### src/rtl/spartan_pkg.sv
// Shared definitions for the Spartan-bus to AXI3 endpoint: word tags, header layout, FSM states.
package spartan_pkg;

    localparam logic [1:0] REQ_RD    = 2'b00;
    localparam logic [1:0] REQ_WR    = 2'b01;
    localparam logic [1:0] DAT       = 2'b10;
    localparam logic [1:0] DAT_LAST  = 2'b11;
    localparam logic [1:0] RSP_WR    = 2'b00;
    localparam logic [1:0] RSP_RDHDR = 2'b01;

    localparam int unsigned TAG_W     = 2;
    localparam int unsigned ADDR_LSB  = 0;
    localparam int unsigned ADDR_W    = 32;
    localparam int unsigned LEN_LSB   = 32;
    localparam int unsigned LEN_W     = 4;
    localparam int unsigned SIZE_LSB  = 36;
    localparam int unsigned SIZE_W    = 3;
    localparam int unsigned BURST_LSB = 39;
    localparam int unsigned BURST_W   = 2;
    localparam int unsigned ID_LSB    = 41;
    localparam int unsigned RESP_W    = 2;
    localparam int unsigned HDR_W     = 41;

    // Header payload bits [40:0]; first member lands in the MSBs.
    typedef struct packed {
        logic [BURST_W-1:0] burst;
        logic [SIZE_W-1:0]  size;
        logic [LEN_W-1:0]   len;
        logic [ADDR_W-1:0]  addr;
    } axi_hdr_t;

    typedef enum logic [2:0] {
        S_INIT,
        S_IDLE,
        S_AR,
        S_RHDR,
        S_RDAT,
        S_AW,
        S_WDAT,
        S_BRSP
    } state_t;

endpackage

### src/rtl/spartan2axi.sv
// Spartan-bus slave endpoint: turns request/write-data words into one AXI3 burst at a time
// and returns the B/R results as Spartan response words.
module spartan2axi
    import spartan_pkg::*;
#(
    parameter int unsigned ID_WIDTH = 5,
    parameter int unsigned BWIDTH   = 64
) (
    input  logic                  CLK,
    input  logic                  RSTN,
    input  logic [BWIDTH+1:0]     SpMBUS,
    input  logic                  SpMVLD,
    output logic                  SpMRDY,
    output logic [BWIDTH+1:0]     SpSBUS,
    output logic                  SpSVLD,
    input  logic                  SpSRDY,
    output logic [ID_WIDTH-1:0]   AWID,
    output logic [31:0]           AWADDR,
    output logic [3:0]            AWLEN,
    output logic [2:0]            AWSIZE,
    output logic [1:0]            AWBURST,
    output logic [1:0]            AWLOCK,
    output logic [3:0]            AWCACHE,
    output logic [2:0]            AWPROT,
    output logic                  AWVALID,
    input  logic                  AWREADY,
    output logic [ID_WIDTH-1:0]   WID,
    output logic [BWIDTH-1:0]     WDATA,
    output logic [BWIDTH/8-1:0]   WSTRB,
    output logic                  WLAST,
    output logic                  WVALID,
    input  logic                  WREADY,
    input  logic [ID_WIDTH-1:0]   BID,
    input  logic [1:0]            BRESP,
    input  logic                  BVALID,
    output logic                  BREADY,
    output logic [ID_WIDTH-1:0]   ARID,
    output logic [31:0]           ARADDR,
    output logic [3:0]            ARLEN,
    output logic [2:0]            ARSIZE,
    output logic [1:0]            ARBURST,
    output logic [1:0]            ARLOCK,
    output logic [3:0]            ARCACHE,
    output logic [2:0]            ARPROT,
    output logic                  ARVALID,
    input  logic                  ARREADY,
    input  logic [ID_WIDTH-1:0]   RID,
    input  logic [BWIDTH-1:0]     RDATA,
    input  logic [1:0]            RRESP,
    input  logic                  RLAST,
    input  logic                  RVALID,
    output logic                  RREADY,
    output logic                  ERR
);

    localparam int unsigned STRB_W = BWIDTH / 8;
    localparam int unsigned TAG_HI = BWIDTH + 1;

    state_t              state, state_nxt;
    logic [LEN_W-1:0]    cnt, cnt_nxt;
    logic                err, err_nxt;
    logic                cap_rd, cap_wr;
    axi_hdr_t            hdr;
    logic [ID_WIDTH-1:0] hdr_id;
    logic [STRB_W-1:0]   hdr_strb;
    logic [1:0]          spm_tag;
    logic                last_beat;

    assign spm_tag   = SpMBUS[TAG_HI -: TAG_W];
    assign last_beat = (cnt == hdr.len);

    always_ff @(posedge CLK or negedge RSTN) begin
        if (!RSTN) state <= S_INIT;
        else       state <= state_nxt;
    end

    // Header capture, beat counter and sticky protocol-error flag.
    always_ff @(posedge CLK or negedge RSTN) begin
        if (!RSTN) begin
            cnt      <= '0;
            err      <= 1'b0;
            hdr      <= '0;
            hdr_id   <= '0;
            hdr_strb <= '0;
        end else begin
            cnt <= cnt_nxt;
            err <= err_nxt;
            if (cap_rd || cap_wr) begin
                hdr    <= axi_hdr_t'(SpMBUS[HDR_W-1:0]);
                hdr_id <= SpMBUS[ID_LSB +: ID_WIDTH];
            end
            if (cap_wr) hdr_strb <= SpMBUS[BWIDTH-1 -: STRB_W];
        end
    end

    always_comb begin
        state_nxt = state;
        cnt_nxt   = cnt;
        err_nxt   = err;
        cap_rd    = 1'b0;
        cap_wr    = 1'b0;
        SpMRDY    = 1'b0;
        SpSVLD    = 1'b0;
        SpSBUS    = '0;
        ARVALID   = 1'b0;
        AWVALID   = 1'b0;
        WVALID    = 1'b0;
        WLAST     = 1'b0;
        RREADY    = 1'b0;
        BREADY    = 1'b0;
        unique case (state)
            S_INIT: state_nxt = S_IDLE;
            S_IDLE: begin
                SpMRDY = 1'b1;
                if (SpMVLD) begin
                    if (spm_tag == REQ_RD) begin
                        cap_rd    = 1'b1;
                        state_nxt = S_AR;
                    end else if (spm_tag == REQ_WR) begin
                        cap_wr    = 1'b1;
                        state_nxt = S_AW;
                    end else begin
                        err_nxt = 1'b1;
                    end
                end
            end
            S_AR: begin
                ARVALID = 1'b1;
                if (ARREADY) state_nxt = S_RHDR;
            end
            S_RHDR: begin
                SpSVLD                      = RVALID;
                SpSBUS[TAG_HI -: TAG_W]     = RSP_RDHDR;
                SpSBUS[ID_LSB +: ID_WIDTH]  = RID;
                SpSBUS[RESP_W-1:0]          = RRESP;
                if (RVALID && SpSRDY) state_nxt = S_RDAT;
            end
            S_RDAT: begin
                SpSVLD = RVALID;
                SpSBUS = {1'b1, RLAST, RDATA};
                RREADY = SpSRDY;
                if (RVALID && SpSRDY && RLAST) state_nxt = S_IDLE;
            end
            S_AW: begin
                AWVALID = 1'b1;
                if (AWREADY) state_nxt = S_WDAT;
            end
            S_WDAT: begin
                WLAST = last_beat;
                if (spm_tag[1]) begin
                    WVALID = SpMVLD;
                    SpMRDY = WREADY;
                    if (SpMVLD && WREADY) begin
                        cnt_nxt = cnt + LEN_W'(1);
                        if (spm_tag[0] != last_beat) err_nxt = 1'b1;
                        if (last_beat) begin
                            cnt_nxt   = '0;
                            state_nxt = S_BRSP;
                        end
                    end
                end else begin
                    // A header arriving mid-burst is swallowed and flagged.
                    SpMRDY = 1'b1;
                    if (SpMVLD) err_nxt = 1'b1;
                end
            end
            S_BRSP: begin
                SpSVLD                      = BVALID;
                SpSBUS[TAG_HI -: TAG_W]     = RSP_WR;
                SpSBUS[ID_LSB +: ID_WIDTH]  = BID;
                SpSBUS[RESP_W-1:0]          = BRESP;
                BREADY                      = SpSRDY;
                if (BVALID && SpSRDY) state_nxt = S_IDLE;
            end
            default: state_nxt = S_INIT;
        endcase
    end

    assign AWID    = hdr_id;
    assign AWADDR  = hdr.addr;
    assign AWLEN   = hdr.len;
    assign AWSIZE  = hdr.size;
    assign AWBURST = hdr.burst;
    assign AWLOCK  = 2'b00;
    assign AWCACHE = 4'b0000;
    assign AWPROT  = 3'b000;
    assign ARID    = hdr_id;
    assign ARADDR  = hdr.addr;
    assign ARLEN   = hdr.len;
    assign ARSIZE  = hdr.size;
    assign ARBURST = hdr.burst;
    assign ARLOCK  = 2'b00;
    assign ARCACHE = 4'b0000;
    assign ARPROT  = 3'b000;
    assign WID     = hdr_id;
    assign WDATA   = SpMBUS[BWIDTH-1:0];
    assign WSTRB   = hdr_strb;
    assign ERR     = err;

endmodule

### config.mk
export PLATFORM = sky130hd
export DESIGN_NAME = spartan2axi
export DESIGN_NICKNAME = d
export VERILOG_FILES = /design/src/rtl/spartan_pkg.sv /design/src/rtl/spartan2axi.sv
export SDC_FILE = /design/constraint.sdc
export NUM_CORES = 1
export LEC_CHECK = 0
export ABC_AREA = 1
export CORE_AREA = 2 2 160 162
export DETAILED_ROUTE_END_ITERATION = 12
export DIE_AREA = 0 0 162 164
export GPL_TIMING_DRIVEN = 0
export MAX_ROUTING_LAYER = met4
export PLACE_DENSITY_LB_ADDON = 0.2
export SLEW_MARGIN = 15
export SYNTH_ARGS = -nofsm -noshare
export SYNTH_HDL_FRONTEND = slang
export SYNTH_SLANG_ARGS = --single-unit
### constraint.sdc
create_clock -name CLK -period 1.9 [get_ports CLK]
set_clock_uncertainty 0.15 [all_clocks]
set_input_delay 0.285 -clock CLK [delete_from_list [all_inputs] [get_ports CLK]]
set_output_delay 0.285 -clock CLK [all_outputs]
set_load 0.03 [all_outputs]
### Yosys cells after proc, flatten, opt, wreduce, memory -nomap -nowiden

Cells that the tools add are included.
W data, S select, Z words.

* latch bits: 0
* register bits after elaboration: 62
* ROM bits: 0
* input bits: 154
* memories: 0
* logic and storage cells: 90
* RAM bits: 0

* shift-type cells: 0
* multiplexer cells: 43
* divide/modulo/power cells: 0
* magnitude comparators: 0
* equality and inequality tests: 25
* reductions and logical operators: 12
* bitwise gates (word level): 0
* multipliers: 0
* $add $sub $neg: 1

Operators by type and width (count)
* $mux W39: 1
* $mux W3: 11
* $pmux W3 S8: 1
* $mux W1: 22
* $ne A2 B2 Y1 const B: 11
* $mux W18: 1
* $pmux W5 S3: 1
* $eq A3 B3 Y1 const B: 4
* $ne A3 B3 Y1 const B: 4
* $reduce_and A10 Y1: 1
* $reduce_and A7 Y1: 1
* $eq A3 B2 Y1 const B: 2
* $pmux W1 S2: 3
* $pmux W2 S3: 1
* $add A4 B1 Y4 const B: 1
* $eq A4 B4 Y1: 1
* $logic_and A1 B1 Y1: 4
* $mux W4: 1
* $pmux W2 S2: 1
* $eq A3 B1 Y1 const B: 1
* $logic_not A3 Y1: 1
* $reduce_and A3 Y1: 1
* $eq A2 B1 Y1 const B: 1
* $logic_not A2 Y1: 1
* other kinds (4): 4

### Depth between registers and ports, before layout

Gate-level depths: netlist (run 1).

* depth after elaboration: 6
* gate-level depth with buffers: 10
* mapped depth without buffers: 9

### Worst setup path before layout (run 1)

Ideal clock, no wire load.

* path kind: flip-flop to output port
* start point: register state[0]
* end point: output SpSBUS[64]
* path buffers: 2
* cell stages (with the launch flop): 6
* setup slack: -0.132 ns
* required time: 1.465 ns
* arrival: 1.597 ns
* path through: dfrtp_1 -> buf_4 -> nor2_2 -> nand2_4 -> buf_2 -> o21ai_0

* cells in the longest elaborated chain, start to end: 2
* elaborated cells on any way between the ends: 3

Ends and longest elaborated chain
* from (decl): RTL line spartan2axi.sv:59 `state_t state, state_nxt;`
* from (signal assigned): RTL line spartan2axi.sv:74 `else state <= state_nxt;`
* $eq A3 B3 Y1 / $eq A3 B2 Y1 (equally long branches): RTL line spartan2axi.sv:111 `unique case (state)`
* $pmux W2 S2 *: RTL line spartan2axi.sv:111
* to (decl): RTL line spartan2axi.sv:14 `output logic [BWIDTH+1:0] SpSBUS,`

Mark *: on every way between the ends. The rest lies on a longest branch, timed or not.

### Worst setup path in the final report (run 1)

* start point: register state[0]
* end point: output SpSBUS[33]

* cells in the longest elaborated chain, start to end: 2

Ends and longest elaborated chain (RTL line)
* $eq A3 B3 Y1: spartan2axi.sv:111
* $mux W39: spartan2axi.sv:111

No other way between the ends.

==> impl_metrics.tcl, run 1 <==
set metrics [dict create \
    fin_area_um2 9880 \
    synth.top_cell.area_share_pct 33.7 \
    ant_nets 0 \
    die_w_um 162 \
    grt_max_degree 41 \
    end_kind "primary output" \
    ys_warn_count 0 \
    fmax_mhz 481 \
    cts_tree "done" \
    wl_per_cell_um 14.7 \
    hold_violations 0 \
    yosys.area.top_type "dfrtp_1" \
    critPathRequiredTime_ps 1460 \
    status "complete, but fails checks" \
    yosysSeqAreaShare_pct 33.7 \
    finalNetCount 1129 \
    vdd_drop_max_mv 0.678 \
    grt_first_pass_wirelength_mm 27.1 \
    drive_gt1_share_pct 40.1 \
    overflow 0 \
    root_buffer "clkbuf_16" \
    startpoint "state[0]" \
    synth.area.top_cells "dfrtp_1 (34%), buf_4 (22%), mux2_4 (14%), inv_1 (6.5%), nor2_1 (6.1%)" \
    rsz0062_at_grt "yes" \
    fin_ws_ps -178 \
    syn-instance-count 525 \
    grt_pass1_vias 4653 \
    clk_path_buf_depth 2 \
    synth_edf_count 0 \
    drv_slew 0 \
    route.detailed.drc 0 \
    wl_mm 19.3 \
    preCtsSetupSlack_ps -739 \
    port_buffers 387 \
    gp_congestion 0.856 \
    core_um2 24800 \
    path_class "reg2out" \
    dieArea_um2 26600 \
    synth_cell_types 37 \
    vias 4792 \
    placed_area_um2 8990 \
    hp-class "in2async" \
    initial_utilization_pct 18.6 \
    ys.flop_type "dfrtp_1" \
    final-seq-area_um2 1550 \
    synth-seq-cells 62 \
    mostFrequentLayoutCells "clkdlybuf4s50_1 (195), buf_4 (192), dlygate4sd2_1 (111)" \
    power_leakage_nw 5.22 \
    clk_latency_ps 330 \
    rows 58 \
    violations "negative setup slack" \
    clkTransAtPathRegs_ps 60 \
    layout_min_cycle_time_ps 2080 \
    htree_num_levels 3 \
    drv_cap 0 \
    synth_area_um2 4610 \
    place_hpwl_mm 16.2 \
    setup_viol 69 \
    fin_total_pwr_mw 15.0 \
    antenna_found_initial 2 \
    multi_input_area_um2 1990 \
    die_h_um 164 \
    power_density_nw_per_um2 1520 \
    start_kind "flip-flop" \
    worstPathArrival_ps 1640 \
    avgSynthCellArea_um2 8.78 \
    area_growth_pct 114 \
    drt-initial-drc-count 93 \
    clock_sinks 62 \
    postSynth.asyncResetShare_pct 100 \
    io_pins 416 \
    grt.total_usage_pct 14.0 \
    fill_cells 2548 \
    drt-pass1-iter-count 4 \
    cts_buffers 9 \
    crit_path_max_fanout 6 \
    reg2reg_from "state[0]" \
    via_per_inst 3.66 \
    period_share_pct 109 \
    mostFrequentLayoutCell "clkdlybuf4s50_1" \
]
final timing paths:
check	to	slack, ps	cells after the start
min	ARSIZE[1]	270	2
min in group CLK	ERR	320	2
max reg2reg	ARADDR[0]	10	9
min reg2reg	ERR	320	2
max	SpSBUS[33]	-180	7
max in group asynchronous	cnt[3]	790	3
registers in the layout, indices dropped and copies added (netlist names):
register,cells
ERR,1
state,3
ARLEN,4
cnt,4
ARID,5
WSTRB,8
ARBURST,2
ARADDR,32
ARSIZE,3
metrics by stage:
step	util (%)	cells	TNS [ps]	hold slack, ps
CTS	37.8	1292	-9000	271
detailed placement	36.2	1260	-41260	82.0
finish	39.8	1311	-6350	272
floorplan	-	542	-183	-161
global route	39.8	1311	-14280	290
global placement	36.1	1259	-164080	305
critical path, stage by stage, from the launching register on:
cell and delay [ps]:
dfrtp_1 380, buf_6 130, nor2_4 130, nand2_4 120
buf_8 160, clkbuf_16 160, nor2_4 80, buf_6 130
report_power, final:
group | internal, mW | leakage (nW) | switching, mW
Clock | 1.19 | 0.156 | 0.673
Combinational | 4.86 | 4.33 | 5.73
Sequential | 1.98 | 0.734 | 0.563
Total | 8.04 | 5.22 | 6.97
cell type report:
cell class | count | share of cell area (%)
Inverter | 84 | 3.58
Sequential cell | 62 | 15.7
Clock inverter | 6 | 0.937
Tap cell | 330 | 4.18
Clock buffer | 10 | 2.42
Timing Repair Buffer | 420 | 40.8
Buffer | 146 | 12.2
Multi-Input combinational cell | 251 | 20.1
Antenna cell | 2 | 0.0506
cell families after synthesis:
logic type                 synth area share (%)
xor gates and xnor gates                  0.380
buffers and inverters                      31.6
adders and majority gates                 0.271
and+or+nand+nor                            16.7
DFF                                        33.7
other                                    0.0814
AOI/OAI and AO/OA                          1.63
muxes                                      15.6
metal layers:
metal	vias up	global-route usage [%]	wire, um
met5	-	-	0
met4	0	3.74	234
met3	12	3.96	1720
met1	2173	13.7	6830
li1	2357	-	-
met2	250	26.9	10500
synth_stat cells, types with 2 or more instances:
cell,number
a21oi_1,4
buf_12,4
buf_2,2
buf_4,134
buf_6,2
clkbuf_1,4
dfrtp_1,62
inv_1,80
mux2_2,8
mux2_4,42
nand2_1,50
nand2_2,2
nand3_1,23
nand3_2,2
nand3_4,2
nor2_1,75
nor2_2,2
nor2_4,2
nor3_1,2
o21ai_0,5
xor2_1,2
repair_timing:
| item | 4_1_cts | 5_1_grt |
|---|---|---|
| endpoints found under the hold margin | 22 | 0 |
| pin swaps | 4 | 7 |
| setup endpoints to repair | 184 | 80 |
| buffers inserted | 12 | 16 |
| gates cloned | 3 | 1 |
| resized for setup | 622 | 97 |
| hold buffers | 1 | 0 |
(Power assumes the default switching activity.)
==> inputs of run 2 (changes only) <==
--- a/config.mk
+++ b/config.mk
@@ -12,6 +12,7 @@
 export GPL_TIMING_DRIVEN = 0
 export MAX_ROUTING_LAYER = met4
 export PLACE_DENSITY_LB_ADDON = 0.2
+export SKIP_LAST_GASP = 1
 export SLEW_MARGIN = 15
 export SYNTH_ARGS = -nofsm -noshare
 export SYNTH_HDL_FRONTEND = slang
==> run 2 against run 1 <==
The run still ends with negative setup slack left; largest cell class unchanged; largest power group unchanged; sequential power is essentially flat; utilization shrank 0.13 points; clock power is essentially flat; combinational power is essentially flat.
==> impl_metrics.tcl, run 2 (synthesis gave the netlist of run 1 again) <==
set metrics [dict create \
    status "complete, but fails checks" \
    violations "negative setup slack" \
    post-place-cells 1260 \
    mostFrequentLayoutCells "buf_4 (195), clkdlybuf4s50_1 (194), dlygate4sd2_1 (111)" \
    setup_viol 93 \
    fill_cells 2555 \
    root_buffer "clkbuf_16" \
    route.detailed.drc 0 \
    reg2reg_depth 9 \
    initial_utilization_pct 18.6 \
    end_kind "primary output" \
    finalNonFillerCells 1309 \
    regToRegSetupSlack_ps -10 \
    core_um2 24800 \
    drive_gt1_share_pct 39.6 \
    place_hpwl_mm 16.2 \
    drt-initial-drc-count 88 \
    hold-worst-slack_ps 272 \
    htree_num_levels 3 \
    placed_area_um2 8990 \
    vdd_drop_max_mv 0.679 \
    clk_path_buf_depth 2 \
    gp_congestion 0.856 \
    fin_ws_ps -195 \
    area_growth_pct 114 \
    hp-class "in2async" \
    power_density_nw_per_um2 1520 \
    cts_tree "done" \
    wl_per_cell_um 14.8 \
    critPathSlowestCell "dfrtp_1" \
    grt_max_degree 41 \
    rows 58 \
    crit_path_cell_trace "buf_6 -> nor2_4 -> nand2_4 -> buf_8 -> buf_12 -> nor2_4 -> buf_6" \
    dieArea_um2 26600 \
    layout_min_cycle_time_ps 2100 \
    antenna_found_initial 2 \
    drv_cap 0 \
    reg2reg_from "state[0]" \
    io_pins 416 \
    grt_pass1_vias 4645 \
    hold_violations 0 \
    ant_nets 0 \
    start_kind "flip-flop" \
    rsz0062_at_grt "yes" \
    cts_buffers 9 \
    crit_path_max_incr_delay_ps 380 \
    vias 4790 \
    drt-pass1-iter-count 4 \
    finalNetCount 1127 \
    fmax_mhz 477 \
    mostFrequentLayoutCell "buf_4" \
    worstPathArrival_ps 1660 \
    critPathRequiredTime_ps 1460 \
    path_class "reg2out" \
    via_per_inst 3.66 \
    grt.total_usage_pct 14.0 \
    overflow 0 \
    crit_path_max_fanout 10 \
    largest_reg_flops 32 \
    drv_slew 0 \
    clkTransAtPathRegs_ps 60 \
    grt_first_pass_wirelength_mm 27.1 \
    port_buffers 387 \
    r2r-end "ARADDR[0]" \
    fin_area_um2 9850 \
    clk_latency_ps 330 \
    wl_mm 19.4 \
    clock_sinks 62 \
    startpoint "state[0]" \
    fin_tns_setup_ps -7790 \
    endpoint "SpSBUS[37]" \
    period_share_pct 110 \
    die_w_um 162 \
    die_h_um 164 \
    power_leakage_nw 5.12 \
]
-- run 2: worst min path at each step --
stage,startpoint,end,cells past startpoint
4_1_cts,RSTN,ARADDR[31],2
6_report,RSTN,ARSIZE[1],2
3_5_place_dp,RSTN,ARADDR[31],1
5_1_grt,RSTN,ARSIZE[1],2
2_1_floorplan,RSTN,ARADDR[0],0
3_3_place_gp,ERR,ERR,2
-- run 2: power breakdown --
| group | switching [mW] | internal [mW] |
|---|---|---|
| Clock | 0.674 | 1.19 |
| Combinational | 5.73 | 4.79 |
| Sequential | 0.562 | 1.98 |
| Total | 6.97 | 7.96 |
-- run 2: critical path, delay by kind of cell (launching register included) --
family,cells,cell delay [ps]
flops,1,380
simple gates,3,370
buf+inv,4,570
-- run 2: what timing repair did --
action | 4_1_cts | 5_1_grt
resized for setup | 618 | 108
hold buffers | 1 | 0
pin swaps | 4 | 9
endpoints found under the setup margin | 184 | 81
hold endpoints to repair | 22 | 0
setup buffers | 12 | 15
cloned | 3 | 0
-- run 2: layout make-up --
type / instances / area (um2) / area share, %
timing repair buffer: 418 / 4010 / 40.7
tap: 330 / 413 / 4.19
sequential: 62 / 1550 / 15.8
antenna: 2 / 5.00 / 0.0508
buffer: 146 / 1200 / 12.2
multi-input combinational: 251 / 2010 / 20.4
inverter: 84 / 337 / 3.42
clock buffer: 10 / 239 / 2.43
clock inverter: 6 / 92.6 / 0.940
-- run 2: metal layers --
layer | track usage (%) | up-vias | wire length, um
li1 | - | 2352 | -
met1 | 13.8 | 2172 | 6830
met2 | 26.8 | 252 | 10600
met3 | 3.96 | 14 | 1730
met4 | 3.74 | 0 | 248
met5 | - | - | 0
-- run 2: metrics by stage --
step	utilization, %	setup slack (ps)	power (mW)
after floorplan	-	-18.3	8.58
after global placement	36.1	-2010	12.6
after detailed placement	36.2	-739	12.6
after CTS	37.8	-200	14.5
after global routing	39.7	-279	15.7
final	39.7	-195	14.9
==> RTL edit, RTL diff (settings of run 1) <==
The 8 states of `state_t` get a Gray code encoding in 3 bits.
--- a/src/rtl/spartan_pkg.sv
+++ b/src/rtl/spartan_pkg.sv
@@ -30,14 +30,14 @@
     } axi_hdr_t;
 
     typedef enum logic [2:0] {
-        S_INIT,
-        S_IDLE,
-        S_AR,
-        S_RHDR,
-        S_RDAT,
-        S_AW,
-        S_WDAT,
-        S_BRSP
+        S_INIT = 3'b000,
+        S_IDLE = 3'b001,
+        S_AR   = 3'b011,
+        S_RHDR = 3'b010,
+        S_RDAT = 3'b110,
+        S_AW   = 3'b111,
+        S_WDAT = 3'b101,
+        S_BRSP = 3'b100
     } state_t;
 
 endpackage
Formal check against the unedited RTL: same outputs for any inputs over 4 cycles, from zero or initial values and one cycle with RSTN low; so few cycles prove little.
==> RTL edit against run 1 <==
The flow still finishes with violations (negative setup slack). Area after synthesis fell by 2.9%. Routed wire length fell by 3.8%. First-iteration DRC count stayed put. Setup slack improved by 0.0098 ns. Total power fell by 2.7%. Sequential cell count is the same. Design area rose by 0.94%. Critical path type is now reg -> reg.
==> RTL edit: results (changes against run 1) <==
----------------------------------------------------
[Status]
  Result of the run ... complete, but fails checks (unchanged)
  Violations in the final reports ... negative setup slack (unchanged)

[Synthesis]
  Dominant cells by area after synthesis ... dfrtp_1 35%, buf_4 22%, mux2_4 14% (was dfrtp_1 34%, buf_4 22%, mux2_4 14%)
  Post-synth cell types ... 26 (was 37)
  Adder-cell share of the synthesized area ... 0.00279 (was 0.00271)
  Seq/Total Area, Yosys ... 0.347 (was 0.337)
  Number of instances in the synthesized netlist ... 536 (was 525)
  Leading post-synthesis cells by instance count ... 134 x buf_4, 89 x inv_1, 75 x nor2_1 (was 134 x buf_4, 80 x inv_1, 75 x nor2_1)
  Fraction of synthesized cell area in xor and xnor cells ... 0.00391 (was 0.00380)
  Synthesized-area fraction occupied by ao, oa, aoi and oai cells ... 0.0271 (was 0.0163)
  Mux contribution to synthesized area ... 0.141 (was 0.156)

[Global routing]
  Met1 usage ... 0.133 (was 0.137)
  First-pass GRT wire length ... 26200 um (was 27100 um)
  Routing usage on met2 ... 0.255 (was 0.269)
  Vias in the first global route ... 4715 (was 4653)
  Maximum number of pins on one net before global-route repair ... 37 (was 41)

[Cells and area]
  Number of nets in the layout ... 1153 (was 1129)
  Proportion of layout cells with a drive suffix above 1 ... 0.405 (was 0.401)
  Share of the core filled with cells in the final layout ... 0.402 (was 0.398)

[Critical path]
  Largest driver fanout on the critical path ... 4 (was 6)
  Arrival time worst endpoint ... 2.19 ns (was 1.64 ns)
  Capture instance of the worst register-to-register path ... state[0]$_DFFE_PN0P_ (was ARADDR[0]$_DFFE_PN0P_)
  Worst Setup EP ... state[0]$_DFFE_PN0P_ (was SpSBUS[33])
  Slack of the worst reg-to-reg path ... -0.17 ns (was 0.01 ns)

[Hold path]
  Hold WC Path Type ... in -> async (unchanged)

[Drt]
  Routed metal-1 wirelength ... 6590 um (was 6830 um)
  Total wirelength of the detailed-routed design ... 18600 um (was 19300 um)
  Total number of vias ... 4831 (was 4792)
  Detailed route wirelength on metal2 ... 10200 um (was 10500 um)
  Average via count per standard cell ... 3.62 (was 3.66)

[Timing]
  Number of setup violations in the final report ... 115 (was 69)
  Post-route worst setup slack ... -0.168 ns (was -0.178 ns)
  Hold_ws ... 0.275 ns (was 0.272 ns)

[Power]
  Combinational power share ... 0.715 (was 0.706)
  Fraction of power consumed by sequential logic ... 0.174 (was 0.169)
  Leakage power summed over all cells ... 0.00529 uW (was 0.00522 uW)

[Place]
  Area of placed instances ... 0.00884 mm2 (was 0.00899 mm2)
  Dpl cells ... 1271 (was 1260)

----------------------------------------------------
[RTL edit: changes by cell type after synthesis, moves of 3 or more]
| cell | before | now |
|---|---|---|
| mux2_2 | 8 | 0 |
| buf_6 | 2 | 5 |
| o21ai_0 | 5 | 13 |
| nand2_1 | 50 | 62 |
| a22oi_1 | 0 | 3 |
| inv_1 | 80 | 89 |
| nor3_1 | 2 | 5 |
| buf_12 | 4 | 0 |
| nand3_1 | 23 | 19 |
[RTL edit: cell type report]
cell class | instances | share of cell area
antenna | 1 | 0.000251
buffer | 147 | 0.119
clock buffer | 11 | 0.0243
clock inverter | 4 | 0.00477
inverter | 91 | 0.0379
multi-input combinational | 253 | 0.197
sequential | 62 | 0.156
tap | 330 | 0.0414
timing repair buffer | 434 | 0.419
[RTL edit: repair_timing]
item | 4_1_cts | 5_1_grt
gates cloned | 2 | 1
gates resized for setup | 685 | 88
buffers inserted | 20 | 25
endpoints found under the hold margin | 26 | 0
endpoints found under the setup margin | 183 | 102
hold buffers | 1 | 0
pin swaps | 8 | 27
